<file path="config.mk">
export PLATFORM = sky130hd
export DESIGN_NAME = s2p_arbiter
export DESIGN_NICKNAME = d
export VERILOG_FILES = /design/src/rtl/s2p_arbiter.sv
export SDC_FILE = /design/constraint.sdc
export NUM_CORES = 1
export LEC_CHECK = 0
export BUFFER_PORTS_ARGS = -buffer_cell sky130_fd_sc_hd__buf_2
export CAP_MARGIN = 10
export CORE_UTILIZATION = 40
export CTS_CLUSTER_SIZE = 30
export DETAILED_ROUTE_END_ITERATION = 10
export PLACE_DENSITY = 0.65
export SLEW_MARGIN = 20
export SYNTH_ARGS = -nofsm -noshare
export SYNTH_HDL_FRONTEND = slang
export SYNTH_SLANG_ARGS = --single-unit
</file>
<file path="constraint.sdc">
create_clock -name clk -period 1.55 [get_ports clk]
set_input_delay 0.31 -clock clk [delete_from_list [all_inputs] [get_ports clk]]
set_output_delay 0.31 -clock clk [all_outputs]
set_load 0.005 [all_outputs]
</file>
<file path="src/rtl/s2p_arbiter.sv">
// Round-robin arbiter sharing one serial-to-parallel engine among NREQ requesters.
// Returns the engine word tagged with the requester id; a timeout reports an error response.
module s2p_arbiter #(
    parameter int unsigned NREQ = 4,
    parameter int unsigned IDW  = 2,
    parameter int unsigned DW   = 22,
    parameter int unsigned TMO  = 63,
    parameter int unsigned TW   = 6
) (
    input  logic            clk,
    input  logic            rst,
    input  logic [NREQ-1:0] req,
    input  logic [NREQ-1:0] sdin,
    output logic [NREQ-1:0] gnt,
    output logic            eng_start,
    output logic            eng_sdin,
    input  logic [DW-1:0]   eng_dout,
    input  logic            eng_done,
    output logic            rsp_valid,
    input  logic            rsp_ready,
    output logic [DW-1:0]   rsp_data,
    output logic [IDW-1:0]  rsp_id,
    output logic            rsp_err
);

    typedef enum logic [2:0] {
        IDLE,
        GRANT,
        BUSY,
        RESP,
        DRAIN
    } state_e;

    state_e          state_q, state_d;
    logic [IDW-1:0]  ptr_q, ptr_d;
    logic [NREQ-1:0] gnt_q, gnt_d;
    logic            eng_start_q, eng_start_d;
    logic            rsp_valid_q, rsp_valid_d;
    logic [DW-1:0]   rsp_data_q, rsp_data_d;
    logic [IDW-1:0]  rsp_id_q, rsp_id_d;
    logic            rsp_err_q, rsp_err_d;
    logic [TW-1:0]   cnt_q, cnt_d;
    logic            done_seen_q, done_seen_d;

    logic            win_found;
    logic [IDW-1:0]  win_idx;
    logic            hs;

    // Round-robin pick: first requester above ptr, then wrap to those at or below it.
    always_comb begin
        win_found = 1'b0;
        win_idx   = '0;
        for (int i = 0; i < NREQ; i++) begin
            if (!win_found && req[i] && (IDW'(i) > ptr_q)) begin
                win_found = 1'b1;
                win_idx   = IDW'(i);
            end
        end
        for (int i = 0; i < NREQ; i++) begin
            if (!win_found && req[i] && (IDW'(i) <= ptr_q)) begin
                win_found = 1'b1;
                win_idx   = IDW'(i);
            end
        end
    end

    assign hs = rsp_valid_q && rsp_ready;

    always_comb begin
        state_d     = state_q;
        ptr_d       = ptr_q;
        gnt_d       = gnt_q;
        eng_start_d = 1'b0;
        rsp_valid_d = rsp_valid_q;
        rsp_data_d  = rsp_data_q;
        rsp_id_d    = rsp_id_q;
        rsp_err_d   = rsp_err_q;
        cnt_d       = cnt_q;
        done_seen_d = done_seen_q;

        unique case (state_q)
            IDLE: begin
                if (win_found) begin
                    gnt_d       = NREQ'(1) << win_idx;
                    rsp_id_d    = win_idx;
                    ptr_d       = win_idx;
                    eng_start_d = 1'b1;
                    state_d     = GRANT;
                end
            end
            GRANT: begin
                cnt_d   = '0;
                state_d = BUSY;
            end
            BUSY: begin
                // A done in the timeout cycle still wins over the timeout.
                if (eng_done) begin
                    rsp_data_d  = eng_dout;
                    rsp_err_d   = 1'b0;
                    rsp_valid_d = 1'b1;
                    gnt_d       = '0;
                    state_d     = RESP;
                end else if (cnt_q == TW'(TMO)) begin
                    rsp_data_d  = '0;
                    rsp_err_d   = 1'b1;
                    rsp_valid_d = 1'b1;
                    gnt_d       = '0;
                    done_seen_d = 1'b0;
                    state_d     = DRAIN;
                end else begin
                    cnt_d = cnt_q + TW'(1);
                end
            end
            RESP: begin
                if (hs) begin
                    rsp_valid_d = 1'b0;
                    state_d     = IDLE;
                end
            end
            DRAIN: begin
                // Wait for both the handshake and the late engine done, in either order.
                if (hs) begin
                    rsp_valid_d = 1'b0;
                end
                if (eng_done) begin
                    done_seen_d = 1'b1;
                end
                if ((done_seen_q || eng_done) && (!rsp_valid_q || hs)) begin
                    done_seen_d = 1'b0;
                    state_d     = IDLE;
                end
            end
            default: begin
                state_d = IDLE;
            end
        endcase
    end

    always_ff @(posedge clk) begin
        if (rst) begin
            state_q     <= IDLE;
            ptr_q       <= IDW'(NREQ - 1);
            gnt_q       <= '0;
            eng_start_q <= 1'b0;
            rsp_valid_q <= 1'b0;
            rsp_data_q  <= '0;
            rsp_id_q    <= '0;
            rsp_err_q   <= 1'b0;
            cnt_q       <= '0;
            done_seen_q <= 1'b0;
        end else begin
            state_q     <= state_d;
            ptr_q       <= ptr_d;
            gnt_q       <= gnt_d;
            eng_start_q <= eng_start_d;
            rsp_valid_q <= rsp_valid_d;
            rsp_data_q  <= rsp_data_d;
            rsp_id_q    <= rsp_id_d;
            rsp_err_q   <= rsp_err_d;
            cnt_q       <= cnt_d;
            done_seen_q <= done_seen_d;
        end
    end

    assign gnt       = gnt_q;
    assign eng_start = eng_start_q;
    assign eng_sdin  = (gnt_q != '0) ? sdin[rsp_id_q] : 1'b0;
    assign rsp_valid = rsp_valid_q;
    assign rsp_data  = rsp_data_q;
    assign rsp_id    = rsp_id_q;
    assign rsp_err   = rsp_err_q;

endmodule
</file>
# Word-level counts from Yosys, hierarchy flattened
# Cells that the tools add are included.
[classes]
n_addsub = 1
n_lt_le_gt_ge = 9
eq_ne = 14
shifts = 1
n_mux = 44
bitwise = 1
n_reduce_logical = 43
[op_table]
columns = ["operator", "count"]
rows = [
  ["22-bit two-way mux", 2],
  ["1-bit two-way mux", 20],
  ["1-bit logical AND", 17],
  ["3-bit two-way mux", 5],
  ["3-bit one-hot mux with 5 select lines", 1],
  ["2-bit two-way mux", 6],
  ["4-bit two-way mux", 3],
  ["6-bit two-way mux", 2],
  ["2-bit inequality test (second input constant)", 6],
  ["6-bit one-hot mux with 2 select lines", 1],
  ["2-bit nonzero test", 5],
  ["3-bit AND reduction", 3],
  ["1-bit logical NOT", 8],
  ["4-bit one-hot mux with 2 select lines", 1],
  ["4-bit AND reduction", 2],
  ["6-bit by 1-bit adder with 6-bit output (second input constant)", 1],
  ["3-bit by 2-bit == test with 1-bit output (second input constant)", 2],
  ["6-bit == test (second input constant)", 1],
  ["3-bit inequality test (second input constant)", 2],
  ["1-bit by 2-bit greater-than comparator with 1-bit output (first input constant)", 2],
  ["2-bit greater-than comparator (first input constant)", 2],
  ["1-bit by 2-bit <= comparator with 1-bit output (first input constant)", 2],
  ["2-bit <= comparator (first input constant)", 2],
  ["1-bit one-hot mux with 2 select lines", 2],
  ["other kinds (12)", 15],
]
[totals]
register_bits = 43
out_inout_bits = 32
wordCells = 123

# Logic depth before layout (Yosys ltp)
# Gate-level depths: netlist of run 1.
[depth]
ltp_word = 34
mapped_depth = 6

# Worst setup path before layout of run 1
# OpenSTA, ideal clock, no wires.
[synth_timing]
path_type = "register to register"
startpoint = "reg cnt_q[0]"
endpoint = "reg rsp_data_q[10] (netlist: rsp_data[10])"
arrival_time_ns = 1.513
required_ns = 1.491
slack_ns = -0.021
stages_incl_launch_ff = 7
n_path_buf = 1
period_less_slack_ns = 1.571
path_cell_list = "dfxtp_1 ha_1 and4_1 a21o_1 a21oi_1 buf_2 a22o_1"
[synth_via]
elab_chain_len = 3
[synth_lines]
columns = ["element", "line_no", "source"]
rows = [
  ["start: declaration", "42", "logic [TW-1:0] cnt_q, cnt_d;"],
  ["start signal: assignment", "160", "cnt_q <= cnt_d;"],
  ["6-bit == test", "103", "end else if (cnt_q == TW'(TMO)) begin"],
  ["2-bit nonzero test (no source line)", "n/a", ""],
  ["2-bit AND reduction (no source line)", "n/a", ""],
  ["end signal: assignment", "157", "rsp_data_q <= rsp_data_d;"],
  ["end: declaration", "39", "logic [DW-1:0] rsp_data_q, rsp_data_d;"],
]
# Every way passes these cells.
# A chain may end at the register's enable or synchronous reset.

# Worst setup path after layout of run 1
[layout_timing]
startpoint = "reg rsp_id_q[0] (netlist: rsp_id[0])"
endpoint = "out eng_sdin"
[layout_via]
elab_chain_len = 3
[layout_lines]
columns = ["element", "line_no", "source"]
rows = [
  ["start: declaration", "40", "logic [IDW-1:0] rsp_id_q, rsp_id_d;"],
  ["start signal: assignment", "158", "rsp_id_q <= rsp_id_d;"],
  ["1-bit binary-select mux with 2-bit select", "167", "assign eng_sdin = (gnt_q != '0) ? sdin[rsp_id_q] : 1'b0;"],
  ["1-bit two-way mux (not written as such)", "167", ""],
  ["1-bit two-way mux", "167", ""],
  ["end: declaration", "16", "output logic eng_sdin,"],
]
# Every way passes these cells. The select of a mux whose other input is x is not followed.

==> impl_metrics.py, run 1 <==
metrics = {
    "outcome": {
        "status": "finished, violations left",
        "violations": "negative setup slack",
    },
    "critical_path": {
        "required_ns": 1.24,
        "cp_cell_sequence": "mux4_2 > o41a_1 > buf_2",
        "reg2reg_to": "cnt_q[3]$_SDFFE_PP0P_",
        "r2r_slack_ns": 0.07,
        "critPathKind": "reg2out",
        "crit_path_top_delay_cell": "mux4_2",
        "critPathMaxStageDelay_ns": 0.51,
        "endpoint_kind": "output pin",
        "crit_arrival_ns": 1.41,
        "cp_max_fo": 2,
        "startpoint_type": "register",
        "reg2reg_from": "cnt_q[0]$_SDFFE_PP0P_",
        "reg2regPathDepth": 6,
    },
    "yosys": {
        "synth-edff-count": 0,
        "netlist_area_mm2": 0.00184,
        "yosysUniqueCellTypes": 46,
        "syn_nets": 225,
        "synth_compound_area_frac": 0.294,
        "synthMuxAreaShare": 0.0285,
        "syn_inst": 190,
        "synthXorXnorAreaFrac": 0,
        "synth_warnings": 0,
        "yosys.area_share.simple": 0.166,
        "ys_ff_latch": 43,
        "synth_top_family_by_area": "compound AO/OA/AOI/OAI gates",
        "synth_fa_ha_area_frac": 0.00679,
        "synth_flop_cell": "dfxtp_1",
        "syn_avg_cell_area_um2": 9.69,
        "ys_async_sr_fraction": 0,
        "synth-seq-area-share": 0.467,
    },
    "die": {
        "die_x_um": 69.9,
        "dieHeight_um": 69.9,
        "num_io_pins": 66,
        "die_area_mm2": 0.00488,
        "core.rowCount": 24,
        "start_util": 0.420,
        "core-area_mm2": 0.00438,
    },
    "layout": {
        "final_cell_mix": "65 x buf_2, 38 x dfxtp_1, 24 x buf_4",
        "layout_commonest_cell": "buf_2",
        "seq_area_um2": 867,
        "nets": 311,
        "diodes": 0,
        "fillers": 404,
        "syn_to_final_growth_pct": 38.1,
        "drive_above_1_share": 0.419,
        "multi_input_area_um2": 963,
    },
    "sta": {
        "slew_headroom": 0.641,
        "fmax_mhz": 580,
        "setup_tns_ns": -0.174,
        "slew_violations": 0,
        "fin_crit_sh": 1.11,
        "whs_ns": 0.224,
        "max_slew.worst_pin.slew_ns": 0.532,
        "period_minus_slack_ns": 1.72,
        "hold_violations": 0,
        "finClkSkew_ns": 0.00761,
        "finalWorstSetupSlack_ns": -0.174,
        "rsz0062_at_grt": "yes",
        "finalSetupViolCount": 1,
    },
    "global_routing": {
        "grt_pass1_wl_um": 7620,
        "overflow": 0,
        "grt_max_degree": 15,
        "antenna_found_initial": 0,
        "track_usage": 0.194,
        "grt_pass1_vias": 1606,
    },
    "cts": {
        "clk_latency_ns": 0.29,
        "cts.htree.levels": 2,
        "clkSinkCount": 43,
        "holdBufCountCts": 0,
        "cts_tree": "built",
        "cts_buffers": 5,
        "root_buffer": "clkbuf_8",
        "path_clk_slew_ns": 0.08,
        "clk_path_buf_depth": 2,
    },
    "detailed_routing": {
        "routed_wl_um": 4640,
        "dr_total_vias": 1794,
        "avgViaCountPerCell": 5.45,
        "postRouteAntennaNets": 0,
        "drc": 0,
        "routedWlPerCell_um": 14.1,
        "drt-pass1-iter-count": 4,
        "drt_iter0_markers": 110,
    },
    "hold_path": {
        "hold-path-cell-count": 2,
        "hold_end": "rsp_valid$_SDFFE_PP0P_",
        "hold_path_startpoint": "rsp_ready",
        "hp-class": "in2reg",
    },
    "pwr": {
        "clkPwrFrac": 0.340,
        "total_power_mw": 2.54,
        "p_comb_frac": 0.178,
        "switching_share": 0.258,
        "pwr-share-seq": 0.482,
        "cellLeakagePower_nw": 1.13,
        "peakVddDrop_mv": 0.491,
        "power_density_mw_per_mm2": 999,
        "power.internal_mw": 1.88,
        "power_switching_uw": 657,
    },
    "placement": {
        "routabilityCongestion": 0.867,
        "io_buffers": 65,
        "post-dp-hpwl_um": 3380,
    },
    "run": {
        "max_cap_viol_count": 0,
    },
}
## what timing repair did
action,in CTS,in global routing
endpoints found under the setup margin,1,35
hold endpoints to repair,0,0
resized for setup,1,19
setup buffers,0,1
pin swaps,0,3
cloned,0,1
## synthesized netlist by cell type (4+ instances only)
cell type | instances | area, um^2
nand3_1 | 5 | 25.0
a211oi_1 | 4 | 30.0
nor2_1 | 10 | 37.5
a22o_1 | 22 | 193
a32o_1 | 4 | 40.0
o21ai_0 | 6 | 30.0
buf_2 | 7 | 35.0
inv_1 | 5 | 18.8
clkbuf_1 | 4 | 15.0
a21oi_1 | 12 | 60.1
dfxtp_1 | 43 | 861
nand2_1 | 13 | 48.8
nand2b_1 | 5 | 31.3
## worst max-delay path by stage
| stage | startpoint | endpoint | slack, ns |
|---|---|---|---|
| floorplan | cnt_q[0]$_SDFFE_PP0P_ | rsp_data[10]$_SDFFE_PP0P_ | -0.02 |
| CTS | rsp_id[0]$_SDFFE_PP0P_ | eng_sdin | -0.22 |
| global placement | req[3] | gnt[2]$_SDFFE_PP0P_ | -0.01 |
| finish | rsp_id[0]$_SDFFE_PP0P_ | eng_sdin | -0.17 |
| global route | rsp_id[0]$_SDFFE_PP0P_ | eng_sdin | -0.23 |
| detailed placement | req[3] | gnt[2]$_SDFFE_PP0P_ | -0.005 |
## power groups by stage
stage                     clock network, mW  registers, mW  logic (mW)
after floorplan                           0           1.23       0.241
after global placement                    0           1.24       0.430
after detailed placement                  0           1.25       0.434
after CTS                             0.902           1.22       0.436
after global routing                  0.939           1.23       0.501
final                                 0.864           1.23       0.453
## cell type report
class                      instances  area share
clock buffer                       5      0.0271
clock inverter                     3      0.0172
inverter                           5     0.00738
multi-input combinational        131       0.379
sequential                        43       0.341
tap                               52      0.0256
timing repair buffer              90       0.203
## flip-flops by register name, summed over array words and instances (netlist names)
register / flops
gnt: 4
cnt_q: 6
ptr_q: 2
rsp_id: 2
rsp_data: 22
rsp_err: 1
state_q: 3
eng_start: 1
rsp_valid: 1
done_seen_q: 1
## cell families after synthesis
group	Yosys count
adders and majority gates	1
DFF	43
AOI/OAI and AO/OA	71
muxes	4
buffers and inverters	16
and+or+nand+nor	55
## worst max-delay path, delay by kind of cell (launching register included)
family / cells / cell delay (ns)
mux: 1 / 0.51
flops: 1 / 0.36
compound gates: 1 / 0.13
buf+inv: 1 / 0.13
## per-layer routing
metal,global-route usage,part of all wire,wire [um]
met2,0.296,0.48,2250
met4,0.0844,0.016,74
met5,0,0,0
met3,0.0447,0.031,143
met1,0.264,0.47,2180
## metrics by stage
stage | area [um^2] | setup WS, ns | utilization | cells
6_report | 2540 | -0.174 | 0.580 | 329
5_1_grt | 2540 | -0.234 | 0.580 | 329
4_1_cts | 2470 | -0.217 | 0.563 | 327
3_5_place_dp | 2350 | -0.00455 | 0.537 | 319
3_3_place_gp | 2350 | -0.0141 | 0.537 | 319
2_1_floorplan | 1840 | -0.0214 | - | 190
Power figures use the tool's default switching activity.
==> run 2, diff against run 1 <==
Settings changed: CELL_PAD_IN_SITES_DETAIL_PLACEMENT from default to 1, CELL_PAD_IN_SITES_GLOBAL_PLACEMENT from default to 2, CORE_UTILIZATION 40 to 26, PLACE_DENSITY 0.65 to 0.71.
==> run 2 against run 1 <==
Against the previous run: the run still ends with negative setup slack left; hold slack got worse by 0.0053 ns; critical path depth unchanged; utilization shrank 19 points; cell count rose by 15%; combinational power rose by 7.9%; power decreased by 5.2%; die area is 52% higher; sequential power about the same; register-to-register slack about the same; clock power is 19% lower; sequential share of layout area is 1.2 points lower; critical endpoint unchanged; largest power group unchanged.
==> impl_metrics.py, run 2 (synthesis gave the netlist of run 1 again) <==
metrics = {
    "layout": {
        "multi_input_area_um2": 966,
        "final_cells": 379,
        "syn_to_final_growth_pct": 43.4,
        "seq_area_um2": 868,
        "fillers": 829,
        "largest_reg_flops": 22,
        "final_cell_mix": "65 x buf_2, 37 x dfxtp_1, 29 x buf_4",
        "nets": 317,
        "layout_commonest_cell": "buf_2",
        "diodes": 0,
        "drive_above_1_share": 0.442,
    },
    "placement": {
        "numPlacedInstances": 371,
        "io_buffers": 65,
        "place_ws_ns": -0.0964,
        "post-dp-hpwl_um": 4060,
        "routabilityCongestion": 0.794,
    },
    "pwr": {
        "power.internal_mw": 1.74,
        "power_density_mw_per_mm2": 913,
        "switching_share": 0.279,
        "pwr-share-seq": 0.507,
        "clkPwrFrac": 0.290,
        "power_switching_uw": 672,
        "total_power_mw": 2.41,
        "p_comb_frac": 0.203,
        "cellLeakagePower_nw": 1.15,
        "peakVddDrop_mv": 0.386,
    },
    "cts": {
        "clkSinkCount": 43,
        "root_buffer": "clkbuf_8",
        "clk_latency_ns": 0.29,
        "holdBufCountCts": 0,
        "clk_path_buf_depth": 2,
        "cts_tree": "built",
        "cts.htree.levels": 2,
        "path_clk_slew_ns": 0.08,
        "cts_buffers": 5,
    },
    "sta": {
        "fin_crit_sh": 1.08,
        "setup_tns_ns": -0.132,
        "rsz0062_at_grt": "yes",
        "max_slew.worst_pin.slew_ns": 0.641,
        "slew_violations": 0,
        "hold_violations": 0,
        "finalWorstSetupSlack_ns": -0.132,
        "slew_headroom": 0.567,
        "period_minus_slack_ns": 1.68,
        "fmax_mhz": 595,
        "finalSetupViolCount": 1,
        "finClkSkew_ns": 0.00583,
    },
    "critical_path": {
        "crit_arrival_ns": 1.37,
        "cp_cell_sequence": "mux4_2 > o41a_1 > buf_2",
        "startpoint_type": "register",
        "endpoint_kind": "output pin",
        "crit_path_top_delay_cell": "mux4_2",
        "required_ns": 1.24,
        "cp_num_buf_inv": 1,
        "r2r_slack_ns": 0.06,
        "critPathKind": "reg2out",
        "cp_top_family": "multiplexers",
        "cp_max_fo": 2,
        "critPathMaxStageDelay_ns": 0.49,
    },
    "global_routing": {
        "met3_usage": 0.0279,
        "met1_usage": 0.193,
        "use_met2": 0.252,
        "grt_pass1_wl_um": 8760,
        "grt.busiest_layer": "met2",
        "track_usage": 0.149,
        "overflow": 0,
        "antenna_found_initial": 0,
        "grt_max_degree": 23,
        "grt_pass1_vias": 1791,
    },
    "die": {
        "core-area_mm2": 0.00683,
        "die_x_um": 86.2,
        "die_area_mm2": 0.00742,
        "num_io_pins": 66,
        "core.rowCount": 30,
        "start_util": 0.270,
        "dieHeight_um": 86.2,
    },
    "detailed_routing": {
        "dr_total_vias": 1836,
        "drt_iter0_markers": 75,
        "drc": 0,
        "avgViaCountPerCell": 4.84,
        "routedWlPerCell_um": 14.1,
        "routed_wl_um": 5360,
        "postRouteAntennaNets": 0,
        "drt-pass1-iter-count": 4,
    },
    "outcome": {
        "status": "finished, violations left",
        "violations": "negative setup slack",
    },
    "hold_path": {
        "hp-class": "in2reg",
    },
    "run": {
        "max_cap_viol_count": 0,
    },
}
==> run 2: cell types whose count changed in the layout (fill, tap and decap cells not counted), sizes merged <==
| cell | change |
|---|---|
| clkinvlp | +1 |
| buf | +6 |
| clkbuf | +1 |
| clkinv | -1 |
| bufinv | -1 |
==> run 2: area by class of cell <==
| cell class | instances | share of cell area |
|---|---|---|
| Clock inverter | 2 | 0.00474 |
| Tap cell | 96 | 0.0455 |
| Multi-Input combinational cell | 131 | 0.366 |
| Sequential cell | 43 | 0.329 |
| Timing Repair Buffer | 96 | 0.221 |
| Clock buffer | 6 | 0.0275 |
| Inverter | 5 | 0.00711 |
==> run 2: routing by layer <==
layer | vias up | wire length (um)
met2 | 32 | 2680
li1 | 917 | -
met3 | 2 | 158
met4 | 0 | 6
met5 | - | 0
met1 | 885 | 2510
==> run 2: metrics by stage <==
step	hold slack (ns)	util	instance area (um^2)
floorplan	0.407	-	1840
global placement	0.451	0.365	2490
detailed placement	0.451	0.365	2490
CTS	0.209	0.383	2620
global route	0.218	0.387	2640
finish	0.218	0.387	2640
==> run 2: worst paths after layout <==
kind                                                 from                         to  depth (start not counted)
worst min-delay path                            rsp_ready     rsp_valid$_SDFFE_PP0P_                          2
worst min register to register  rsp_data[21]$_SDFFE_PP0P_  rsp_data[21]$_SDFFE_PP0P_                          1
worst max-delay path               rsp_id[0]$_SDFFE_PP0P_                   eng_sdin                          3
worst max register to register    state_q[0]$_SDFFE_PP0P_     rsp_id[1]$_SDFFE_PP0P_                          4
==> run 2: worst register-to-register path: stages, from the launching register on <==
cell     delay [ns]
dfxtp_2        0.35
buf_4          0.14
or4_4          0.55
a211o_1        0.27
a21oi_1        0.11
==> run 2: repair_timing <==
item / 4_1_cts / 5_1_grt
buffers inserted: 0 / 0
pin swaps: 0 / 2
gates resized for setup: 9 / 12
endpoints found under the setup margin: 28 / 36
==> run 2: power by group through the flow <==
stage	clock (mW)	sequential, mW	combinational [mW]
detailed placement	0	1.24	0.473
global route	0.781	1.23	0.537
floorplan	0	1.23	0.241
CTS	0.742	1.22	0.486
finish	0.699	1.22	0.489
global placement	0	1.24	0.467
==> run 3, diff against run 2 <==
Settings changed: CELL_PAD_IN_SITES_GLOBAL_PLACEMENT 2 to 1, CORE_UTILIZATION 26 to 32, PLACE_DENSITY 0.71 to 0.7.
==> run 3 against run 2 <==
Against the previous run: the run still ends with negative setup slack left; cell area increased by 1.8%; register-to-register slack got worse by 0.03 ns; global-route usage increased by 4.1 points; sequential power about the same; clock skew about the same; largest cell class unchanged; highest routed layer unchanged.
==> impl_metrics.py, run 3 (synthesis gave the netlist of run 1 again) <==
metrics = {
    "die": {
        "core.rowCount": 27,
        "dieHeight_um": 77.9,
        "die_area_mm2": 0.00606,
        "num_io_pins": 66,
        "die_x_um": 77.9,
        "core-area_mm2": 0.00554,
        "start_util": 0.332,
    },
    "cts": {
        "clk_latency_ns": 0.30,
        "path_clk_slew_ns": 0.09,
        "root_buffer": "clkbuf_8",
        "cts.htree.levels": 2,
        "holdBufCountCts": 0,
        "cts_tree": "built",
        "clk_path_buf_depth": 2,
        "clkSinkCount": 43,
        "cts_buffers": 5,
    },
    "layout": {
        "largest_reg_flops": 22,
        "post-route-util": 0.485,
        "drive_above_1_share": 0.460,
        "final_cells": 361,
        "final_cell_mix": "67 x buf_2, 36 x dfxtp_1, 33 x buf_4",
        "fillers": 667,
        "nets": 323,
        "layout_commonest_cell": "buf_2",
        "syn_to_final_growth_pct": 45.9,
        "diodes": 0,
    },
    "placement": {
        "routabilityCongestion": 0.768,
        "post-dp-hpwl_um": 4000,
        "numPlacedInstances": 343,
        "io_buffers": 65,
    },
    "sta": {
        "finalSetupViolCount": 1,
        "period_minus_slack_ns": 1.70,
        "slew_violations": 0,
        "slew_headroom": 0.665,
        "setup_tns_ns": -0.150,
        "max_slew.worst_pin.slew_ns": 0.496,
        "finClkSkew_ns": 0.00546,
        "fmax_mhz": 588,
        "fin_crit_sh": 1.10,
        "hold_violations": 0,
        "rsz0062_at_grt": "yes",
        "finalWorstSetupSlack_ns": -0.150,
    },
    "pwr": {
        "peakVddDrop_mv": 0.402,
        "power_density_mw_per_mm2": 975,
        "cellLeakagePower_nw": 1.19,
    },
    "critical_path": {
        "cp_cell_sequence": "mux4_2 > o41a_1 > buf_2",
        "required_ns": 1.24,
        "critPathKind": "reg2out",
        "crit_arrival_ns": 1.39,
        "critPathMaxStageDelay_ns": 0.50,
        "startpoint_type": "register",
        "cp_max_fo": 2,
        "endpoint_kind": "output pin",
        "crit_path_top_delay_cell": "mux4_2",
    },
    "outcome": {
        "status": "finished, violations left",
        "violations": "negative setup slack",
    },
    "detailed_routing": {
        "drt-pass1-iter-count": 4,
        "postRouteAntennaNets": 0,
        "routedWlPerCell_um": 15.7,
        "avgViaCountPerCell": 5.20,
        "drc": 0,
        "routed_wl_um": 5680,
        "dr_total_vias": 1877,
        "drt_iter0_markers": 61,
    },
    "global_routing": {
        "antenna_found_initial": 0,
        "grt_pass1_wl_um": 8970,
        "track_usage": 0.190,
        "grt_pass1_vias": 1873,
        "grt_max_degree": 16,
        "overflow": 0,
    },
    "hold_path": {
        "hp-class": "in2reg",
    },
    "run": {
        "max_cap_viol_count": 0,
    },
}
run 3: layer usage:
metal	vias to the layer above	wire [um]	global-route usage
li1	925	-	-
met2	41	2840	0.315
met4	0	78	0.0623
met1	905	2560	0.240
met3	6	204	0.0494
met5	-	0	0
run 3: repair_timing:
| action | in CTS | in global routing |
|---|---|---|
| endpoints found under the hold margin | 0 | 0 |
| setup buffers | 3 | 5 |
| cloned | 1 | 1 |
| endpoints found under the setup margin | 29 | 37 |
| pin swaps | 3 | 6 |
| resized for setup | 10 | 19 |
run 3: power by group:
part	switching (mW)	internal (mW)	leakage [nW]
registers	0.0581	1.17	0.353
clock network	0.409	0.480	0.0581
logic	0.233	0.269	0.779
total	0.700	1.92	1.19
run 3: final cells by class:
| type | instances | area (um^2) | area share |
|---|---|---|---|
| multi-input combinational | 131 | 988 | 0.368 |
| timing repair buffer | 102 | 606 | 0.225 |
| tap | 72 | 90.1 | 0.0335 |
| clock inverter | 3 | 43.8 | 0.0163 |
| sequential | 43 | 872 | 0.324 |
| clock buffer | 5 | 68.8 | 0.0256 |
| inverter | 5 | 18.8 | 0.00698 |
run 3: through the flow:
| stage | instance area [um^2] | total power [mW] | hold WS [ns] | setup WS (ns) |
|---|---|---|---|---|
| after global routing | 2690 | 2.76 | 0.208 | -0.212 |
| after detailed placement | 2410 | 1.70 | 0.455 | -0.0557 |
| after floorplan | 1840 | 1.47 | 0.407 | -0.0214 |
| after global placement | 2410 | 1.69 | 0.452 | -0.0399 |
| final | 2690 | 2.62 | 0.207 | -0.150 |
| after CTS | 2580 | 2.60 | 0.210 | -0.160 |
run 3: path summary, 6_finish.rpt:
check | startpoint | endpoint | slack (ns) | cells after the start
worst min register to register | rsp_data[15]$_SDFFE_PP0P_ | rsp_data[15]$_SDFFE_PP0P_ | 0.48 | 1
worst max-delay path | rsp_id[0]$_SDFFE_PP0P_ | eng_sdin | -0.15 | 3
worst max register to register | state_q[0]$_SDFFE_PP0P_ | state_q[2]$_SDFFE_PP0P_ | 0.03 | 7
worst min-delay path | rsp_ready | rsp_valid$_SDFFE_PP0P_ | 0.21 | 2
run 3: critical path: cells and delay by family (launching register included):
| kind | cells | cell delay [ns] |
|---|---|---|
| muxes | 1 | 0.50 |
| buffers and inverters | 1 | 0.13 |
| DFF | 1 | 0.34 |
| AOI/OAI and AO/OA | 1 | 0.12 |
